### config.mk
export PLATFORM = sky130hd
export DESIGN_NAME = if_fetch_unit_flat
export DESIGN_NICKNAME = d
export VERILOG_FILES = /design/src/rtl/if_fetch_unit_if.sv /design/src/rtl/if_fetch_unit.sv /design/src/flat_wrapper.sv
export SDC_FILE = /design/constraint.sdc
export NUM_CORES = 1
export LEC_CHECK = 0
export ABC_CLOCK_PERIOD_IN_PS = 3830
export BUFFER_PORTS_ARGS = -buffer_cell sky130_fd_sc_hd__buf_2
export CORE_MARGIN = 5
export CORE_UTILIZATION = 52
export DETAILED_ROUTE_END_ITERATION = 6
export GPL_TIMING_DRIVEN = 0
export PLACE_DENSITY = 0.85
export SYNTH_ARGS = -nofsm -noshare
export SYNTH_HDL_FRONTEND = slang
export SYNTH_SLANG_ARGS = --single-unit
### constraint.sdc
create_clock -name clk -period 3.83 [get_ports clk]
set_input_delay 0.383 -clock clk [delete_from_list [all_inputs] [get_ports clk]]
set_output_delay 0.383 -clock clk [all_outputs]
set_load 0.01 [all_outputs]
### src/rtl/if_fetch_unit_if.sv
// if_fetch_unit_if: instruction-memory req/gnt/rvalid bus between fetch unit and imem.
interface if_fetch_unit_if;
  logic        req;
  logic [31:0] addr;
  logic        gnt;
  logic        rvalid;
  logic [31:0] rdata;
  modport master (output req, addr, input gnt, rvalid, rdata);
  modport slave (input req, addr, output gnt, rvalid, rdata);
endinterface

### src/rtl/if_fetch_unit.sv
// if_fetch_unit: PC owner and imem fetcher feeding a one-entry buffer to IF/ID, with stall and redirect flush.
module if_fetch_unit #(
  parameter logic [31:0] RESET_PC = 32'h0000_0000,
  parameter logic [31:0] NOP_INST = 32'h0000_0000
) (
  input  logic                     clk,
  input  logic                     reset,
  input  logic                     stall,
  input  logic                     redirect,
  input  logic [31:0]              redirect_pc,
  if_fetch_unit_if.master          imem,
  output logic [31:0]              inst_out,
  output logic [31:0]              pc_out,
  output logic                     inst_valid
);
  typedef enum logic [1:0] {IDLE, REQ, WAIT, DROP} state_t;
  state_t      state_q, state_d;
  logic [31:0] pc_q, pc_d, inst_out_q, inst_out_d, pc_out_q, pc_out_d;
  logic        inst_valid_q, inst_valid_d;
  logic        consume, room, fill;
  always_comb begin
    consume      = inst_valid_q & ~stall;
    room         = ~inst_valid_q | consume;
    imem.req     = (state_q == REQ) & room & ~redirect;
    imem.addr    = pc_q;
    fill         = (state_q == WAIT) & imem.rvalid & ~redirect;
    state_d      = state_q;
    case (state_q)
      IDLE:    state_d = redirect ? IDLE : REQ;
      REQ:     state_d = (imem.req & imem.gnt) ? WAIT : REQ;
      WAIT:    state_d = imem.rvalid ? REQ : (redirect ? DROP : WAIT);
      DROP:    state_d = (imem.rvalid & ~redirect) ? REQ : DROP;
      default: state_d = IDLE;
    endcase
    // a redirect flushes the buffer regardless of stall; a fill beats a same-edge consume
    pc_d         = redirect ? (redirect_pc & ~32'd3) : (fill ? pc_q + 32'd4 : pc_q);
    inst_valid_d = ~redirect & (fill | (inst_valid_q & ~consume));
    inst_out_d   = redirect ? NOP_INST : (fill ? imem.rdata : (consume ? NOP_INST : inst_out_q));
    pc_out_d     = redirect ? 32'd0 : (fill ? pc_q : (consume ? 32'd0 : pc_out_q));
  end
  always_ff @(posedge clk) begin
    if (reset) begin
      state_q      <= IDLE;
      pc_q         <= RESET_PC;
      inst_out_q   <= NOP_INST;
      pc_out_q     <= 32'd0;
      inst_valid_q <= 1'b0;
    end else begin
      state_q      <= state_d;
      pc_q         <= pc_d;
      inst_out_q   <= inst_out_d;
      pc_out_q     <= pc_out_d;
      inst_valid_q <= inst_valid_d;
    end
  end
  assign inst_out   = inst_out_q;
  assign pc_out     = pc_out_q;
  assign inst_valid = inst_valid_q;
endmodule

### src/flat_wrapper.sv
// flat-port wrapper written by rule: the top's interface ports become plain ports
module if_fetch_unit_flat 
#(
  parameter logic [31:0] RESET_PC = 32'h0000_0000,
  parameter logic [31:0] NOP_INST = 32'h0000_0000
)
  (clk, reset, stall, redirect, redirect_pc, inst_out, pc_out, inst_valid, imem_req, imem_addr, imem_gnt, imem_rvalid, imem_rdata);
  if_fetch_unit_if imem_i ();
  input  logic clk;
  input  logic reset;
  input  logic stall;
  input  logic redirect;
  input  logic [31:0] redirect_pc;
  output logic [31:0] inst_out;
  output logic [31:0] pc_out;
  output logic inst_valid;
  output wire logic [$bits(imem_i.req)-1:0] imem_req;
  output wire logic [$bits(imem_i.addr)-1:0] imem_addr;
  input wire logic [$bits(imem_i.gnt)-1:0] imem_gnt;
  input wire logic [$bits(imem_i.rvalid)-1:0] imem_rvalid;
  input wire logic [$bits(imem_i.rdata)-1:0] imem_rdata;
  assign imem_req = imem_i.req;
  assign imem_addr = imem_i.addr;
  assign imem_i.gnt = imem_gnt;
  assign imem_i.rvalid = imem_rvalid;
  assign imem_i.rdata = imem_rdata;
  if_fetch_unit #(.RESET_PC(RESET_PC), .NOP_INST(NOP_INST)) u_core (.clk(clk), .reset(reset), .stall(stall), .redirect(redirect), .redirect_pc(redirect_pc), .imem(imem_i), .inst_out(inst_out), .pc_out(pc_out), .inst_valid(inst_valid));
endmodule
# Word-level counts from Yosys, hierarchy flattened
# Cells that the tools add are included.
# word_totals
elab_cells	40
out_inout_bits	98
ff_bits	99
# op_classes
addsub	1
bitwise	15
muxes	11
reduce_logical	4
n_eq_ne	3
# ops
op	n
two-way mux 32 bit	5
adder 32 x 3 -> 32 bit (second input constant)	1
bitwise AND 1 bit	9
case mux 2 bit (4 select lines)	1
two-way mux 2 bit	3
== test 2 bit (second input constant)	2
NOT 1 bit	4
nonzero test 2 bit	2
== test 2 x 1 -> 1 bit (second input constant)	1
zero test 2 bit	1
two-way mux 1 bit	2
OR 1 bit	2
OR reduction 2 bit	1

# Logic depth before layout (Yosys ltp)
# Gate-level depths: netlist of the first run.
# logic_depth
word_depth	8
mapped_depth	6

# Worst setup path after synthesis of the first run
# No wires, ideal clock.
# synth_timing
path_type	reg-to-reg
startpoint	register u_core.pc_q[2], in the netlist u_core.imem.addr[2]
endpoint	register u_core.pc_q[26], in the netlist u_core.imem.addr[26]
arrival_time_ns	1.976
path_stages_with_launch	7
synth_period_minus_slack_ns	2.088
path_slack_ns	1.742
setup_ns	0.112
cell_sequence	dfxtp_1 > ha_1 > nand4b_1 > or4_1 > buf_2 > or3_1 > a2111oi_1
# synth_between
elab_chain_cells	3
# synth_rtl
element	line_no	rtl
from (decl)	if_fetch_unit.sv:18	logic [31:0] pc_q, pc_d, inst_out_q, inst_out_d, pc_out_q, pc_out_d;
from (signal assigned)	if_fetch_unit.sv:50	pc_q <= pc_d;
adder 32 x 3 -> 32 bit	if_fetch_unit.sv:36	pc_d = redirect ? (redirect_pc & ~32'd3) : (fill ? pc_q + 32'd4 : pc_q);
two-way mux 32 bit (2 in series)	if_fetch_unit.sv:36	
# No other way between the ends. The select of a mux whose other input is x is not followed.
# A chain may end at the register's enable or synchronous reset.

# Worst setup path in the final report of the first run
# layout_timing
startpoint	register u_core.state_q[1]
endpoint	register u_core.pc_q[19], in the netlist u_core.imem.addr[19]
# layout_between
elab_chain_cells	4
# layout_rtl
element	line_no	rtl
from (decl)	if_fetch_unit.sv:17	state_t state_q, state_d;
from (signal assigned)	if_fetch_unit.sv:49	state_q <= state_d;
== test 2 bit	if_fetch_unit.sv:26	fill = (state_q == WAIT) & imem.rvalid & ~redirect;
bitwise AND 1 bit (2 in series)	if_fetch_unit.sv:26	
nonzero test 2 bit (no source line)	-	
# No other way between the ends.

==> metrics.md, run 1 <==
| Metric | Value |
|---|---|
| CP arrival | 2.69 ns |
| Share of post-route cells with drive strength above 1 | around a quarter |
| First-pass DRT Iterations | 7 |
| DRC viols | 0 |
| CP endpoint | u_core.imem.addr[19] |
| Fillers | 686 |
| FP Rows | 32 |
| Synth Warn # | 0 |
| Setup TNS | 0 ns |
| NetSw | 0.493 mW |
| Synth area leader | dfxtp_1 |
| Max Cap Viol | 0 |
| TritonCTS Sinks | 95 |
| Final setup viols | 0 |
| Synth async-reset ratio | 0% |
| Min Tclk post-route | 2.40 ns |
| FF-to-FF End | u_core.imem.addr[19] |
| WP data required | between 4 and 5 ns |
| IO Port Bufs | 160 |
| Power per cell area | ~350 nW/um^2 |
| Number of synthesized register bits | between 90 and 100 |
| Prevailing post-synth register cell | dfxtp_1 |
| Post-synth top area share | 45.0% |
| Rel. slew slack | 24.1% |
| WL per Instance | 16.2 um |
| CP peak stage delay | about 1.0 ns |
| Antenna violations before repair | 0 |
| Final wirelength | 13300 um |
| Largest net degree at the start of global routing | 16 |
| Fin nets | between 700 and 800 |
| Sw Share | 26.2% |
| Crit path cell chain | nand3b_1 -> nor4_1 -> nand3_1 -> a311oi_1 |
| Avg Cell Area, Syn | approximately 7.9 um^2 |
| Kind of end point of the critical path | register |
| Setup Crit Path Kind | reg2reg |
| Final Max Slew Viols | 0 |
| Flop pwr share | 55.9% |
| Die footprint | 10000 um^2 |
| Max Fclk | approximately 420 MHz |
| DR vias | 4715 |
| Worst hold path type | in2reg |
| CTS Hold Bufs | 0 |
| Seq. cell area | roughly 1900 um^2 |
| Status | complete, no violations |
| Final Hold Vio Count | 0 |
| IO Pins | 168 |
| Longest Clk Path Bufs | 2 |
| Reg2Reg Depth | 4 |
| Reg clk slew, reported paths | approximately 0.090 ns |
| Area grow syn2layout | 26.8% |
| CTS buffer count | 9 |
| P_int | 1.39 mW |
| Worst-margin pin slew | 1.13 ns |
| Mapped Cells | 538 |
| Hold Path Origin | imem_rdata[12] |
| Period utilisation layout | 62.8% |
| FF-to-FF Start | u_core.state_q[1] |
| Worst vdd ir | 0.234 mV |
| Clk pwr share | 34.7% |
| Vias in the first global route | 4454 |
| Comb power frac | a little under a tenth |
| Worst hold slack | 0.241 ns |
| Clk root buf | clkbuf_8 |
| Later-pin clock latency in the skew report | approximately 0.37 ns |
| Post-synth design cell area | ~4200 um^2 |
| Worst Setup Start Kind | register |
| Iteration-0 DRC Markers | 283 |
| Die Y | about 100 um |
| Static Leak | 2.11 nW |
| Via density | roughly 5.8 |
| Resized cells post-CTS | 0 |
| Footprint of the multi-input gates | 2110 um^2 |
| CP max FO | 8 |
| Post-CTS Setup Bufs | 0 |
| Clock skew | approximately 0.011 ns |
| Synth area leaders | dfxtp_1, nand3_1, a21oi_1, nand2_1, clkbuf_1 |
| Total track usage | around 26% |
| Number of library cell types mapped by synthesis | 49 |
| GP Congestion | 0.848 |
| Reg2reg setup slack | 1.43 ns |
| DIE WIDTH | around 100 um |
| Global-route wire length before repair | 20900 um |
| Starting Density | 54.1% |
| CP max stage cell | nor4_1 |
| Hpwl dp | roughly 10000 um |
| Area of the core | between 7000 and 8000 um^2 |
| Worst setup path startpoint | u_core.state_q[1] |
| Unrepaired setup endpoints after global routing | no |
| GRT overflow | 0 |
| ANT nets after route | 0 |
| Post-synth EDFFs | 0 |
| Register area share after synthesis | 45.0% |
| CTS tree | done |
| H-tree depth | 3 |
[worst max-delay path: cells and delay by family (launching register included)]
family | cells | cell delay (ns)
flops | 1 | 0.45
compound gates | 1 | 0.31
simple gates | 3 | 1.56
[cells in the final DEF (no fill, tap or decap), drive strengths merged, types with 4 or more instances in the layout]
cell	n
buf	166
dfxtp	95
nand2	89
nand3	74
a21oi	70
clkbuf	54
nor2	27
nand4	15
a211oi	11
nor3	9
a311oi	9
xnor2	7
nor4	7
and4	6
o21ai	6
or4	5
or3	5
inv	5
nor2b	4
conb	4
[registers in the layout, indices dropped and copies added, names as in the netlist]
register           cells
u_core.imem.addr      30
u_core.inst_out       32
u_core.inst_valid      1
u_core.pc_out         30
u_core.state_q         2
[cell usage after synthesis (2+ instances only)]
master and count:
nor3b_1 3, nor2_1 27, or4_1 5, xor2_1 3, and2_1 2, or2_2 2, a21oi_1 70, o311a_1 2
nand3b_1 2, a311oi_1 9, nand4b_1 2, and4_1 6, o311ai_0 2, nor3_1 9, o211ai_1 3, dfxtp_1 95
or3_1 5, and3_1 3, o21bai_1 3, inv_1 5, clkbuf_1 43, nor2b_1 4, nor4_1 6, xnor2_1 7
nand2_1 89, a211oi_1 11, buf_4 4, o21ai_0 6, a31oi_1 2, nand4_1 14, o31ai_1 3, nand3_1 74
[how the worst min path moves through the flow]
stage | end | slack (ns) | cells after the start
2_1_floorplan | u_core.inst_out[0] | 0.49 | 2
3_3_place_gp | u_core.inst_out[28] | 0.45 | 2
6_report | u_core.inst_out[12] | 0.24 | 3
5_1_grt | u_core.inst_out[10] | 0.23 | 3
3_5_place_dp | u_core.inst_out[10] | 0.46 | 2
4_1_cts | u_core.inst_out[12] | 0.24 | 3
[final cells by class]
type                    instances  share of cell area (%)
diodes                          1                  0.0467
plain buffers                  49                    3.74
clock buffers                  11                    2.45
clock inverters                 5                    1.10
inverters                       6                   0.420
multi-input cells             391                    39.4
flip-flops and latches         95                    35.5
well taps                     102                    2.38
repair buffers                160                    14.9
[kinds of logic (layout without fill, tap and decap cells)]
family,after synthesis,after routing,synth area share (%)
and+or+nand+nor,259,259,30.4
adders and majority gates,1,1,0.296
AOI/OAI and AO/OA,117,117,16.9
buffers and inverters,55,231,5.27
other,1,5,0.0888
DFF,95,95,45.0
xor gates and xnor gates,10,10,2.07
[stage by stage]
step / util [%] / cells / area, um^2 / power [mW] / worst slack [ns]
global route: 68.6 / 819 / 5350 / 1.96 / 1.23
CTS: 68.6 / 819 / 5350 / 1.88 / 1.45
detailed placement: 66.1 / 803 / 5160 / 1.25 / 1.46
global placement: 66.1 / 803 / 5160 / 1.24 / 1.43
finish: 68.6 / 820 / 5360 / 1.88 / 1.43
floorplan: - / 541 / 4240 / 1.16 / 1.74
[power by group through the flow]
stage                     sequential, mW  combinational [mW]  clock [mW]
final                               1.05               0.176       0.654
after global routing                1.06               0.192       0.712
after floorplan                     1.07              0.0835           0
after detailed placement            1.07               0.173           0
after CTS                           1.05               0.174       0.655
after global placement              1.07               0.170           0
[metal layers]
metal / part of all wire [%] / GRT usage [%] / vias to the layer above
met4: 3.6 / 12.4 / 0
met3: 8.8 / 5.28 / 42
met2: 48 / 41.9 / 233
met5: 0 / 0 / -
met1: 40 / 31.9 / 2166
li1: - / - / 2274
(Power assumes the default switching activity.)
==> run 2, diff against run 1 <==
ABC_CLOCK_PERIOD_IN_PS = 1900   (was 3830)
CORE_UTILIZATION = 44   (was 52)
PLACE_DENSITY = 0.76   (was 0.85)
clock period = 1.9 ns   (was 3.83 ns; I/O delays follow)
==> metrics.md, run 2 (synthesis results as in run 1) <==
| Metric | Value |
|---|---|
| Status | finished with violations |
| Failing checks | setup timing |
| Dpl ws | -0.473 ns (-1.93 ns) |
| CP max FO | 5 (-3) |
| GP Congestion | 0.866 (+2.1%) |
| Kind of end point of the critical path | register |
| N_diodes | 0 (-1) |
| CTS Hold Bufs | 0 (unchanged) |
| Clock skew | 0.0148 ns (+0.00422 ns) |
| Sw Share | 26.9% (+0.72 points) |
| Post-route non-filler standard cell count | 859 (+4.8%) |
| Final wirelength | 14300 um (+7.5%) |
| CP arrival | 2.29 ns (-0.40 ns) |
| Final setup viols | 3 (+3) |
| H-tree depth | 3 (unchanged) |
| Min Tclk post-route | 2.04 ns (-0.368 ns) |
| Setup Crit Path Kind | reg2reg |
| CTS tree | done |
| Die Y | 108 um (+7.8%) |
| Clk root buf | clkbuf_8 |
| Final Max Slew Viols | 0 (unchanged) |
| Max reg flops | 32 (unchanged) |
| Largest net degree at the start of global routing | 17 (+1) |
| Period utilisation layout | 107% (+44 points) |
| Comb power frac | 9.9% (+0.6 points) |
| Final Util | 61.6% (-7.0 points) |
| Die footprint | 11700 um^2 (+16%) |
| GRT overflow | 0 (unchanged) |
| ANT nets after route | 0 (unchanged) |
| Top sig layer | met4 |
| Reg clk slew, reported paths | 0.11 ns (+0.02 ns) |
| Max Cap Viol | 0 (unchanged) |
| Setup ws final | -0.136 ns (-1.56 ns) |
| Longest Clk Path Bufs | 2 (unchanged) |
| Area grow syn2layout | 35.3% |
| FP Rows | 35 (+9.4%) |
| Worst-margin pin slew | 0.585 ns (-0.544 ns) |
| M1 wire length | 5830 um (+9.5%) |
| Post-Place Cell Area | 5240 um^2 (+1.4%) |
| Max Fclk | 491 MHz (+18%) |
| DR vias | 4768 (+1.1%) |
| Commonest non-fill, non-tap cell in the layout | buf_2 |
| P_int | 2.86 mW (+110%) |
| WP data required | 2.16 ns (-1.95 ns) |
| CP peak stage delay | 0.61 ns (-0.43 ns) |
| DRC viols | 0 (unchanged) |
| Worst Setup Start Kind | register |
| Flop pwr share | 54.2% (-1.7 points) |
| CP max stage cell | or4_4 |
| NetSw | 1.05 mW (+110%) |
| DIE WIDTH | 108 um (+7.8%) |
| Hpwl dp | 10300 um (+5.0%) |
| Static Leak | 2.28 nW (+8.1%) |
| Setup TNS | -0.156 ns (-0.156 ns) |
| IO Pins | 168 (unchanged) |
| Area of the core | 9280 um^2 (+19%) |
| Starting Density | 45.5% (-8.6 points) |
| Crit path cell chain | nand4_4 -> or4_4 -> or3_4 -> a2111oi_4 |
| Clk pwr share | 35.9% (+1.2 points) |
| Antenna violations before repair | 0 (unchanged) |
| Placed Instances | 830 (+3.4%) |
| Unrepaired setup endpoints after global routing | yes |
| Total track usage | 23.1% (-2.4 points) |
| Via density | 5.55 (-3.5%) |
| Share of post-route cells with drive strength above 1 | 32.1% (+6.4 points) |
| TritonCTS Sinks | 95 (unchanged) |
| IO Port Bufs | 160 (unchanged) |
| WL per Instance | 16.6 um (+2.7%) |
| Worst hold path type | in2reg |
| Rel. slew slack | 61.0% (+37 points) |
| Iteration-0 DRC Markers | 302 (+6.7%) |
| Global-route wire length before repair | 21700 um (+3.7%) |
| Met3 routed WL | 968 um (-17%) |
| Power per cell area | 684 nW/um^2 (+95%) |
| Post-route cell area | 5720 um^2 (+6.7%) |
| First-pass DRT Iterations | 5 (-2) |
| CTS buffer count | 9 (unchanged) |
| Fin nets | 796 (+1.7%) |
| Final Hold Vio Count | 0 (unchanged) |
| Met2 wire len | 7190 um (+14%) |
| Vias in the first global route | 4461 (+0.16%) |
| Later-pin clock latency in the skew report | 0.36 ns (about the same) |
| Most frequent cells in the layout | buf_2, nand2_1, dfxtp_1 |
| Worst vdd ir | 0.479 mV (+100%) |
[run 2: cell types whose count changed in the layout (fill, tap and decap cells not counted), sizes merged]
cell,delta
buf,+16
clkbuf,-4
clkinv,+1
clkinvlp,-2
diode,-1
inv,+2
[run 2: critical path, delay by kind of cell, from the launching register on]
| kind | cells | cell delay (ns) |
|---|---|---|
| and+or+nand+nor | 3 | 1.20 |
| AOI/OAI and AO/OA | 1 | 0.34 |
| DFF | 1 | 0.40 |
[run 2: path summary, 6_finish.rpt]
kind	cells past startpoint	end	slack, ns	from
worst min register to register	2	u_core.pc_out[26]	0.47	u_core.pc_out[26]
worst min-delay path	3	u_core.inst_out[9]	0.05	imem_rdata[9]
worst max-delay path	4	u_core.imem.addr[26]	-0.14	u_core.imem.addr[11]
worst max register to register	4	u_core.imem.addr[26]	-0.14	u_core.imem.addr[11]
[run 2: stage by stage]
step	hold slack, ns	total power, mW
2_1_floorplan	0.324	2.34
3_3_place_gp	0.432	2.51
3_5_place_dp	0.438	2.53
4_1_cts	0.0391	3.90
5_1_grt	0.0370	4.05
6_report	0.0460	3.91
[run 2: power by group through the flow]
stage,Combinational [mW],Clock [mW],Sequential [mW]
after floorplan,0.172,0,2.17
after global placement,0.350,0,2.17
after detailed placement,0.357,0,2.17
after CTS,0.375,1.41,2.12
after global routing,0.421,1.50,2.13
final,0.385,1.41,2.12
[run 2: layout make-up]
cell class / instances / area (um^2)
fill: 874 / 3570
multi-input combinational: 391 / 2230
sequential: 95 / 1960
timing repair buffer: 176 / 933
buffer: 46 / 201
tap: 129 / 161
clock buffer: 10 / 138
clock inverter: 6 / 66.3
inverter: 6 / 22.5
[run 2: what timing repair did]
action                                  CTS  global route
pin swaps                                 7            10
resized for setup                        30            22
endpoints found under the setup margin   76            14
buffers inserted                          9             7
[run 2: metal layers]
layer | vias up | GRT usage, %
li1 | 2291 | -
met1 | 2254 | 29.2
met2 | 200 | 39.3
met3 | 23 | 3.58
met4 | 0 | 9.65
met5 | - | 0
==> run 3, diff against run 2 <==
CORE_UTILIZATION = 39   (was 44)
PLACE_DENSITY = 0.69   (was 0.76)
==> metrics.md, run 3 (synthesis results as in run 1) <==
| Metric | Value |
|---|---|
| Area grow syn2layout | 35.5% |
| CP arrival | 2.20 ns (-0.09 ns) |
| Share of post-route cells with drive strength above 1 | 32.2% (+0.19 points) |
| Worst vdd ir | 0.325 mV (-32%) |
| NetSw | 1.04 mW (-1.2%) |
| Die Y | 114 um (+5.6%) |
| Post-route non-filler standard cell count | 872 (+1.5%) |
| Later-pin clock latency in the skew report | 0.37 ns (about the same) |
| Iteration-0 DRC Markers | 293 (-3.0%) |
| FF-to-FF End | u_core.imem.addr[26] |
| Reg2reg setup slack | -0.03 ns (+0.11 ns) |
| Met2 wire len | 7360 um (+2.3%) |
| N_diodes | 0 (unchanged) |
| Placed Instances | 841 (+1.3%) |
| Final Max Slew Viols | 0 (unchanged) |
| Flop pwr share | 54.7% (+0.5 points) |
| Static Leak | 2.27 nW (-0.31%) |
| Clock skew | 0.00739 ns (-0.00737 ns) |
| WP data required | 2.17 ns (about the same) |
| Unrepaired setup endpoints after global routing | yes |
| Top sig layer | met4 |
| Vias in the first global route | 4661 (+4.5%) |
| Area of the core | 10700 um^2 (+16%) |
| Comb power frac | 10.2% (+0.3 points) |
| Largest net degree at the start of global routing | 17 (unchanged) |
| Clk pwr share | 35.0% (-0.9 points) |
| Status | finished with violations |
| WL per Instance | 16.6 um (-0.19%) |
| Worst-margin pin slew | 0.640 ns (+0.0555 ns) |
| Setup ws final | -0.0272 ns (+0.109 ns) |
| H-tree depth | 3 (unchanged) |
| Final Util | 53.3% (-8.3 points) |
| ANT nets after route | 0 (unchanged) |
| Worst hold path type | in2reg |
| DIE WIDTH | 114 um (+5.6%) |
| Longest Clk Path Bufs | 2 (unchanged) |
| Failing checks | setup timing |
| Setup TNS | -0.0272 ns (+0.129 ns) |
| CTS buffer count | 9 (unchanged) |
| Reg2Reg Depth | 4 (unchanged) |
| Via density | 5.46 (-1.6%) |
| FP Rows | 38 (+8.6%) |
| Total track usage | 21.5% (-1.7 points) |
| Max Cap Viol | 0 (unchanged) |
| First-pass DRT Iterations | 5 (unchanged) |
| Most frequent cells in the layout | buf_2, nand2_1, dfxtp_1 |
| Kind of end point of the critical path | register |
| Total power | 3.86 mW (-1.2%) |
| Dpl ws | -0.606 ns (-0.133 ns) |
| Worst hold path cell count | 3 (unchanged) |
| Reg clk slew, reported paths | 0.09 ns (-0.02 ns) |
| Antenna violations before repair | 0 (unchanged) |
| Post-Place Cell Area | 5250 um^2 (+0.26%) |
| Post-route cell area | 5720 um^2 (+0.15%) |
| Hpwl dp | 10400 um (+1.5%) |
| DR vias | 4761 (-0.15%) |
| Worst Setup Start Kind | register |
| Met3 routed WL | 917 um (-5.3%) |
| Starting Density | 39.3% (-6.2 points) |
| Sw Share | 26.9% (about the same) |
| Worst setup path startpoint | u_core.imem.addr[5] |
| Rel. slew slack | 57.3% (-3.7 points) |
| Hold Path Origin | imem_rdata[27] |
| Die footprint | 13000 um^2 (+12%) |
| Final wirelength | 14500 um (+1.3%) |
| Setup Crit Path Kind | reg2reg |
| P_int | 2.82 mW (-1.2%) |
| Max reg flops | 32 (unchanged) |
| Power per cell area | 675 nW/um^2 (-1.4%) |
| M1 wire length | 5810 um (-0.38%) |
| Clk root buf | clkbuf_8 |
| IO Pins | 168 (unchanged) |
| Final setup viols | 1 (-2) |
| Min Tclk post-route | 1.93 ns (-0.109 ns) |
| Hold EP | u_core.inst_out[27] |
| Global-route wire length before repair | 22600 um (+3.8%) |
| Worst hold slack | 0.0490 ns (+0.00308 ns) |
| Fin nets | 798 (+0.25%) |
| CTS tree | done |
| CP max FO | 6 (+1) |
| CTS Hold Bufs | 0 (unchanged) |
| GP Congestion | 0.825 (-4.7%) |
| Period utilisation layout | 101% (-5.7 points) |
| Final Hold Vio Count | 0 (unchanged) |
| TritonCTS Sinks | 95 (unchanged) |
| Max Fclk | 519 MHz (+5.7%) |
| DRC viols | 0 (unchanged) |
| IO Port Bufs | 160 (unchanged) |
| FF-to-FF Start | u_core.imem.addr[5] |
| GRT overflow | 0 (unchanged) |
| Commonest non-fill, non-tap cell in the layout | buf_2 |
==> run 3: power groups by stage <==
stage	Combinational (mW)	Sequential (mW)	Clock (mW)
final	0.395	2.11	1.35
after global routing	0.432	2.12	1.47
after CTS	0.389	2.11	1.39
after detailed placement	0.359	2.17	0
after global placement	0.352	2.17	0
after floorplan	0.172	2.17	0
==> run 3: area by class of cell <==
type | instances | area (um^2)
well taps | 140 | 175
inverters | 6 | 22.5
repair buffers | 178 | 936
clock buffers | 10 | 128
clock inverters | 6 | 70.1
plain buffers | 46 | 200
flip-flops and latches | 95 | 1960
multi-input cells | 391 | 2230
fillers | 1075 | 5020
==> run 3: metal layers <==
| metal | vias to the layer above | global-route usage, % |
|---|---|---|
| li1 | 2305 | - |
| met1 | 2246 | 26.5 |
| met2 | 179 | 36.7 |
| met3 | 31 | 3.75 |
| met4 | 0 | 9.11 |
| met5 | - | 0 |
==> run 3: worst max-delay path by stage <==
stage	end	slack (ns)	cells past startpoint
3_5_place_dp	u_core.imem.addr[29]	-0.61	4
3_3_place_gp	u_core.imem.addr[29]	-0.54	4
5_1_grt	u_core.imem.addr[29]	-0.08	6
6_report	u_core.imem.addr[26]	-0.03	4
4_1_cts	u_core.imem.addr[26]	-0.12	6
2_1_floorplan	u_core.imem.addr[26]	-0.08	6
==> run 3: what timing repair did <==
action / in CTS / in global routing
setup endpoints to repair: 75 / 15
pin swaps: 6 / 6
resized for setup: 33 / 16
setup buffers: 13 / 5
==> run 3: critical path, stage by stage (launching register included) <==
cell       delay (ns)
dfxtp_4          0.37
nand4_1          0.22
or4_4            0.60
or3_4            0.37
a2111oi_4        0.28
